--- src/rtl/fetch_pkg.sv ---
// Shared constants for the instruction fetch controller: state encoding,
// default reset PC and a word-alignment helper.
package fetch_pkg;

   typedef enum logic [1:0] {
      StFetch = 2'd0,
      StHold  = 2'd1,
      StDrain = 2'd2
   } fetch_state_e;

   localparam logic [31:0] ResetPcDefault = 32'h0000_3000;

   function automatic logic [31:0] align_word(input logic [31:0] addr);
      return {addr[31:2], 2'b00};
   endfunction

endpackage

--- src/rtl/fetch_ctrl_if.sv ---
// Fetch controller bus: instruction-memory handshake, decode handoff and redirect.
interface fetch_ctrl_if;

   logic        im_req;
   logic [31:0] im_addr;
   logic        im_ack;
   logic [31:0] im_rdata;

   logic        if_valid;
   logic [31:0] if_instr;
   logic [31:0] if_pc;
   logic        if_ready;

   logic        redir_valid;
   logic [31:0] redir_pc;

   modport master (
      output im_req, im_addr, if_valid, if_instr, if_pc,
      input  im_ack, im_rdata, if_ready, redir_valid, redir_pc
   );

   modport slave (
      input  im_req, im_addr, if_valid, if_instr, if_pc,
      output im_ack, im_rdata, if_ready, redir_valid, redir_pc
   );

endinterface

--- src/rtl/fetch_ctrl.sv ---
// Single-outstanding-request instruction fetch controller with redirect
// handling; a redirect kills any in-flight or held instruction.
module fetch_ctrl
   import fetch_pkg::*;
#(
   parameter logic [31:0] RESET_PC = ResetPcDefault
) (
   input logic          clk,
   input logic          reset,
   fetch_ctrl_if.master bus
);

   fetch_state_e state_q, state_d;
   logic [31:0]  pc_q, pc_d;
   logic [31:0]  req_addr_q, req_addr_d;
   logic [31:0]  instr_q, instr_d;
   logic [31:0]  if_pc_q, if_pc_d;
   logic [31:0]  redir_tgt;

   assign redir_tgt = align_word(bus.redir_pc);

   always_ff @(posedge clk) begin
      if (!reset) begin
         state_q    <= StFetch;
         pc_q       <= RESET_PC + 32'd4;
         req_addr_q <= RESET_PC;
         instr_q    <= '0;
         if_pc_q    <= '0;
      end else begin
         state_q    <= state_d;
         pc_q       <= pc_d;
         req_addr_q <= req_addr_d;
         instr_q    <= instr_d;
         if_pc_q    <= if_pc_d;
      end
   end

   always_comb begin
      state_d    = state_q;
      pc_d       = pc_q;
      req_addr_d = req_addr_q;
      instr_d    = instr_q;
      if_pc_d    = if_pc_q;
      unique case (state_q)
         StFetch: begin
            if (bus.redir_valid) begin
               pc_d = redir_tgt;
               // Without an ack the old request must still complete, so drain it.
               if (bus.im_ack) req_addr_d = redir_tgt;
               else            state_d    = StDrain;
            end else if (bus.im_ack) begin
               instr_d = bus.im_rdata;
               if_pc_d = req_addr_q;
               // pc follows the word just accepted; wraps naturally at 2^32.
               pc_d    = req_addr_q + 32'd4;
               state_d = StHold;
            end
         end
         StHold: begin
            if (bus.redir_valid) begin
               pc_d       = redir_tgt;
               req_addr_d = redir_tgt;
               state_d    = StFetch;
            end else if (bus.if_ready) begin
               req_addr_d = pc_q;
               state_d    = StFetch;
            end
         end
         StDrain: begin
            if (bus.redir_valid) begin
               pc_d = redir_tgt;
               if (bus.im_ack) begin
                  req_addr_d = redir_tgt;
                  state_d    = StFetch;
               end
            end else if (bus.im_ack) begin
               req_addr_d = pc_q;
               state_d    = StFetch;
            end
         end
         default: state_d = StFetch;
      endcase
   end

   // Outputs are gated by reset so the reset cycle never requests or presents.
   assign bus.im_req   = reset & ((state_q == StFetch) | (state_q == StDrain));
   assign bus.im_addr  = req_addr_q;
   assign bus.if_valid = reset & (state_q == StHold);
   assign bus.if_instr = instr_q;
   assign bus.if_pc    = if_pc_q;

endmodule

--- src/flat_wrapper.sv ---
// flat-port wrapper written by rule: the top's interface ports become plain ports
module fetch_ctrl_flat import fetch_pkg::*;
#(
   parameter logic [31:0] RESET_PC = ResetPcDefault
)
  (clk, reset, bus_im_req, bus_im_addr, bus_if_valid, bus_if_instr, bus_if_pc, bus_im_ack, bus_im_rdata, bus_if_ready, bus_redir_valid, bus_redir_pc);
  fetch_ctrl_if bus_i ();
  input logic clk;
  input logic reset;
  output wire logic [$bits(bus_i.im_req)-1:0] bus_im_req;
  output wire logic [$bits(bus_i.im_addr)-1:0] bus_im_addr;
  output wire logic [$bits(bus_i.if_valid)-1:0] bus_if_valid;
  output wire logic [$bits(bus_i.if_instr)-1:0] bus_if_instr;
  output wire logic [$bits(bus_i.if_pc)-1:0] bus_if_pc;
  input wire logic [$bits(bus_i.im_ack)-1:0] bus_im_ack;
  input wire logic [$bits(bus_i.im_rdata)-1:0] bus_im_rdata;
  input wire logic [$bits(bus_i.if_ready)-1:0] bus_if_ready;
  input wire logic [$bits(bus_i.redir_valid)-1:0] bus_redir_valid;
  input wire logic [$bits(bus_i.redir_pc)-1:0] bus_redir_pc;
  assign bus_im_req = bus_i.im_req;
  assign bus_im_addr = bus_i.im_addr;
  assign bus_if_valid = bus_i.if_valid;
  assign bus_if_instr = bus_i.if_instr;
  assign bus_if_pc = bus_i.if_pc;
  assign bus_i.im_ack = bus_im_ack;
  assign bus_i.im_rdata = bus_im_rdata;
  assign bus_i.if_ready = bus_if_ready;
  assign bus_i.redir_valid = bus_redir_valid;
  assign bus_i.redir_pc = bus_redir_pc;
  fetch_ctrl #(.RESET_PC(RESET_PC)) u_core (.clk(clk), .reset(reset), .bus(bus_i));
endmodule
--- config.mk ---
export PLATFORM = sky130hd
export DESIGN_NAME = fetch_ctrl_flat
export DESIGN_NICKNAME = d
export VERILOG_FILES = /design/src/rtl/fetch_pkg.sv /design/src/rtl/fetch_ctrl_if.sv /design/src/rtl/fetch_ctrl.sv /design/src/flat_wrapper.sv
export SDC_FILE = /design/constraint.sdc
export NUM_CORES = 1
export LEC_CHECK = 0
export CAP_MARGIN = 20
export CORE_ASPECT_RATIO = 1.5
export CORE_MARGIN = 3
export CORE_UTILIZATION = 40
export DETAILED_ROUTE_END_ITERATION = 8
export PLACE_DENSITY = 0.79
export REMOVE_ABC_BUFFERS = 1
export SYNTH_ARGS = -nofsm -noshare
export SYNTH_HDL_FRONTEND = slang
export SYNTH_SLANG_ARGS = --single-unit
--- constraint.sdc ---
create_clock -name clk -period 5.2 [get_ports clk]
set_input_delay 1.04 -clock clk [delete_from_list [all_inputs] [get_ports clk]]
set_output_delay 1.04 -clock clk [all_outputs]
set_load 0.01 [all_outputs]
==> run_results.csv <==
group,metric,value,unit
status,outcome,"finished, final reports clean",
grt,grt_pass1_wl,29300,um
sta,fmax,0.279,GHz
logic_synthesis,synth.mux.area_fraction,0.00188,
power_and_ir_drop,p_sw_frac,0.264,
routing,drt_pre_antenna_iters,5,
sta,final-setup-viol-count,0,
logic_synthesis,synth_edf_count,0,
grt,grt_util_met1,0.251,
grt,grt_use_met2,0.392,
grt,antenna_found_initial,1,
critical_path,cp-end-kind,"primary output",
critical_path,crit_type,"in2out",
sta,slew_viol_final,0,
sta,max-slew-margin-rel,0.281,
floorplan,rows,54,
routing,routed_wl,18400,um
clock_tree,clock-sinks,130,
critical_path,critPathBufInv,4,
sta,setup_ws,1620,ps
min_path,hold_class,"reg2reg",
clock_tree,htreeDepth,4,
logic_synthesis,yosys.area_share.simple,0.181,
routing,first_iter_violations,346,
grt,grt_overflow_total,0,
logic_synthesis,synth-seq-area-share,0.435,
routing,num_vias,6052,
critical_path,worst_ep_arrival_time,2540,ps
grt,grt_util_all_layers,0.217,
sta,tns,0,ps
job,max_cap_viol_count,0,
clock_tree,clkTransAtPathRegs,60,ps
power_and_ir_drop,ir_drop,0.000220,V
floorplan,core-area,0.0146,sq mm
logic_synthesis,synth-async-reset-ratio,0,
clock_tree,post_cts.repair.setup_buffers,0,
placed_design,dp_cells,1046,
routing,drcViolationCount,0,
sta,period_share,0.688,
logic_synthesis,syn_inst,737,
critical_path,slowest_delay,550,ps
final_layout,n_fill_cell,1324,
floorplan,die_x,106,um
logic_synthesis,synth_fa_ha_area_frac,0.0105,
logic_synthesis,synth_warnings,0,
critical_path,crit_path_cell_trace,"clkdlybuf4s50_1 > buf_4 > inv_2 > nor2_1 > clkdlybuf4s50_1",
grt,grt_busiest_layer,"met2",
sta,worst_pin_slew,1070,ps
final_layout,layout.nets,943,
floorplan,die_h,156,um
logic_synthesis,avgSynthCellArea,8.11,sq um
logic_synthesis,synth-compound-area-share,0.286,
critical_path,critPathTopFamily,"buffers and inverters",
floorplan,start_util,0.410,
sta,period_needed,3580,ps
clock_tree,cts_tree,"built",
power_and_ir_drop,combPwrFrac,0.161,
critical_path,cp_common_cell,"clkdlybuf4s50_1",
floorplan,pin_count,167,
critical_path,slowest_stage,"clkdlybuf4s50_1",
routing,ant_nets,0,
power_and_ir_drop,leakagePower,0.00288,uW
sta,hold_viol,0,
routing,via_per_inst,5.61,
final_layout,postLayoutCoreUtil,0.575,
sta,fin_skew,9.50,ps
power_and_ir_drop,p_sw,781,uW
logic_synthesis,synth_top_family_by_area,"compound AO/OA/AOI/OAI gates",
final_layout,syn_to_final_growth,40.2,%
placed_design,place.gp.congestion,0.854,
power_and_ir_drop,p_seq_frac,0.383,
logic_synthesis,synth-main-ff-cell,"dfxtp_1",
clock_tree,root_buffer,"clkbuf_16",
clock_tree,postCtsHoldBufs,0,
clock_tree,cts_resized,0,
routing,wl_per_cell,17.0,um
grt,grt_max_degree,87,
placed_design,pre_cts_ws,1380,ps
power_and_ir_drop,power.internal,2180,uW
critical_path,start_kind,"input port",
logic_synthesis,synth_cell_type_count,48,
placed_design,port_buffers,164,
grt,grt_pass1_vias,5790,
clock_tree,clockBufferDepth,2,
clock_tree,clock_latency,410,ps
logic_synthesis,synth_area,0.00598,sq mm
critical_path,crit_fanout,23,
floorplan,die_area,0.0165,sq mm
logic_synthesis,ys_ff_latch,130,
power_and_ir_drop,clkPwrFrac,0.456,
power_and_ir_drop,power_density,353,mW/mm^2
final_layout,fin_cells,1079,
final_layout,drive_above_1_share,0.0624,
clock_tree,cts_buffers,17,
grt,use_met3,0.0389,
power_and_ir_drop,power,2960,uW
sta,rsz0062_at_grt,"no",
logic_synthesis,synth-xor-area-share,0.0352,
placed_design,dp_hpwl,12100,um
critical_path,worstPathRequired,4160,ps
==> synthesized netlist by cell type, types with 4 or more instances <==
cell,number,area [sq um]
ha_1,5,62.6
nand3_1,14,70.1
o21ai_0,31,155
or3_1,4,25.0
nand4_1,9,56.3
buf_2,14,70.1
a21oi_1,103,515
xor2_1,12,105
a221oi_1,6,52.6
nor4_1,5,31.3
dfxtp_1,130,2600
xnor2_1,12,105
inv_1,10,37.5
a22o_1,29,254
a22oi_1,28,210
and3_1,7,43.8
nor2_1,27,101
o221ai_1,8,70.1
clkbuf_1,38,143
nor3_1,9,45.0
a211oi_1,6,45.0
nand2_1,149,559
buf_1,9,33.8
and2_1,4,25.0
o22ai_1,6,37.5
o2bb2ai_1,25,219
==> final cells by class <==
| type | count | area [sq um] | share of cell area |
|---|---|---|---|
| diodes | 1 | 2.50 | 0.000298 |
| clock buffers | 18 | 429 | 0.0512 |
| clock inverters | 14 | 235 | 0.0281 |
| inverters | 11 | 41.3 | 0.00492 |
| multi-input cells | 533 | 3100 | 0.369 |
| flip-flops and latches | 130 | 2600 | 0.310 |
| well taps | 196 | 245 | 0.0292 |
| repair buffers | 176 | 1730 | 0.207 |
==> worst min-delay path: stages (launching register included) <==
cell and delay [ps]:
dfxtp_1 300, nand2_1 50, a21oi_1 50
==> placed cells by master, fill, tap and decap left out, types with 4 or more instances in the layout <==
cell / Yosys / routed
buf_4: 0 / 12
clkdlybuf4s50_1: 0 / 164
or3_1: 4 / 4
a22o_1: 29 / 29
and3_1: 7 / 7
a211oi_1: 6 / 6
o22ai_1: 6 / 6
a221oi_1: 6 / 6
nor4_1: 5 / 5
nand4_1: 9 / 9
a22oi_1: 28 / 28
nand2_1: 149 / 148
xnor2_1: 12 / 12
a21oi_1: 103 / 102
o21ai_0: 31 / 31
xor2_1: 12 / 12
nor3_1: 9 / 9
bufinv_16: 0 / 6
clkbuf_16: 0 / 17
nor2_1: 27 / 26
inv_1: 10 / 10
o2bb2ai_1: 25 / 25
dfxtp_1: 130 / 130
o221ai_1: 8 / 8
nand3_1: 14 / 14
ha_1: 5 / 5
==> per-layer routing <==
| metal | wire length, um | vias up | part of all wire |
|---|---|---|---|
| met3 | 997 | 34 | 0.054 |
| met4 | 430 | 0 | 0.023 |
| li1 | - | 2916 | - |
| met5 | 0 | - | 0 |
| met1 | 7460 | 2882 | 0.41 |
| met2 | 9470 | 220 | 0.52 |
==> cells by family after synthesis <==
logic type	Yosys count
and+or+nand+nor	242
buffers and inverters	74
DFF	130
adders and majority gates	5
xor gates and xnor gates	24
AOI/OAI and AO/OA	261
muxes	1
==> final timing paths <==
| check | depth (start not counted) | to | slack [ps] | start |
|---|---|---|---|---|
| max | 5 | bus_im_req | 1620 | reset |
| min | 2 | u_core.bus.if_pc[17]$_SDFFE_PN0P_ | 450 | u_core.bus.if_pc[17]$_SDFFE_PN0P_ |
| max reg2reg | 9 | u_core.bus.im_addr[29]$_SDFFE_PN0P_ | 2110 | u_core.state_q[0]$_SDFFE_PN0P_ |
| min reg2reg | 2 | u_core.bus.if_pc[17]$_SDFFE_PN0P_ | 450 | u_core.bus.if_pc[17]$_SDFFE_PN0P_ |
==> power by group through the flow <==
stage	registers [uW]	logic [uW]	clock network [uW]
after floorplan	1160	222	0
after global placement	1150	466	0
after detailed placement	1150	473	0
after CTS	1130	476	1370
after global routing	1140	519	1410
final	1130	476	1350
==> sequential cells by signal, indices dropped and copies added, names as in the netlist <==
name,flops
u_core.bus.if_instr,32
u_core.bus.if_pc,32
u_core.bus.im_addr,32
u_core.pc_q,32
u_core.state_q,2
==> through the flow <==
| stage | cell area (sq um) | hold slack, ps |
|---|---|---|
| after floorplan | 5720 | 432 |
| after global placement | 7720 | 441 |
| after detailed placement | 7720 | 446 |
| after CTS | 8380 | 453 |
| after global routing | 8390 | 469 |
| final | 8390 | 452 |
(Power assumes the default switching activity.)
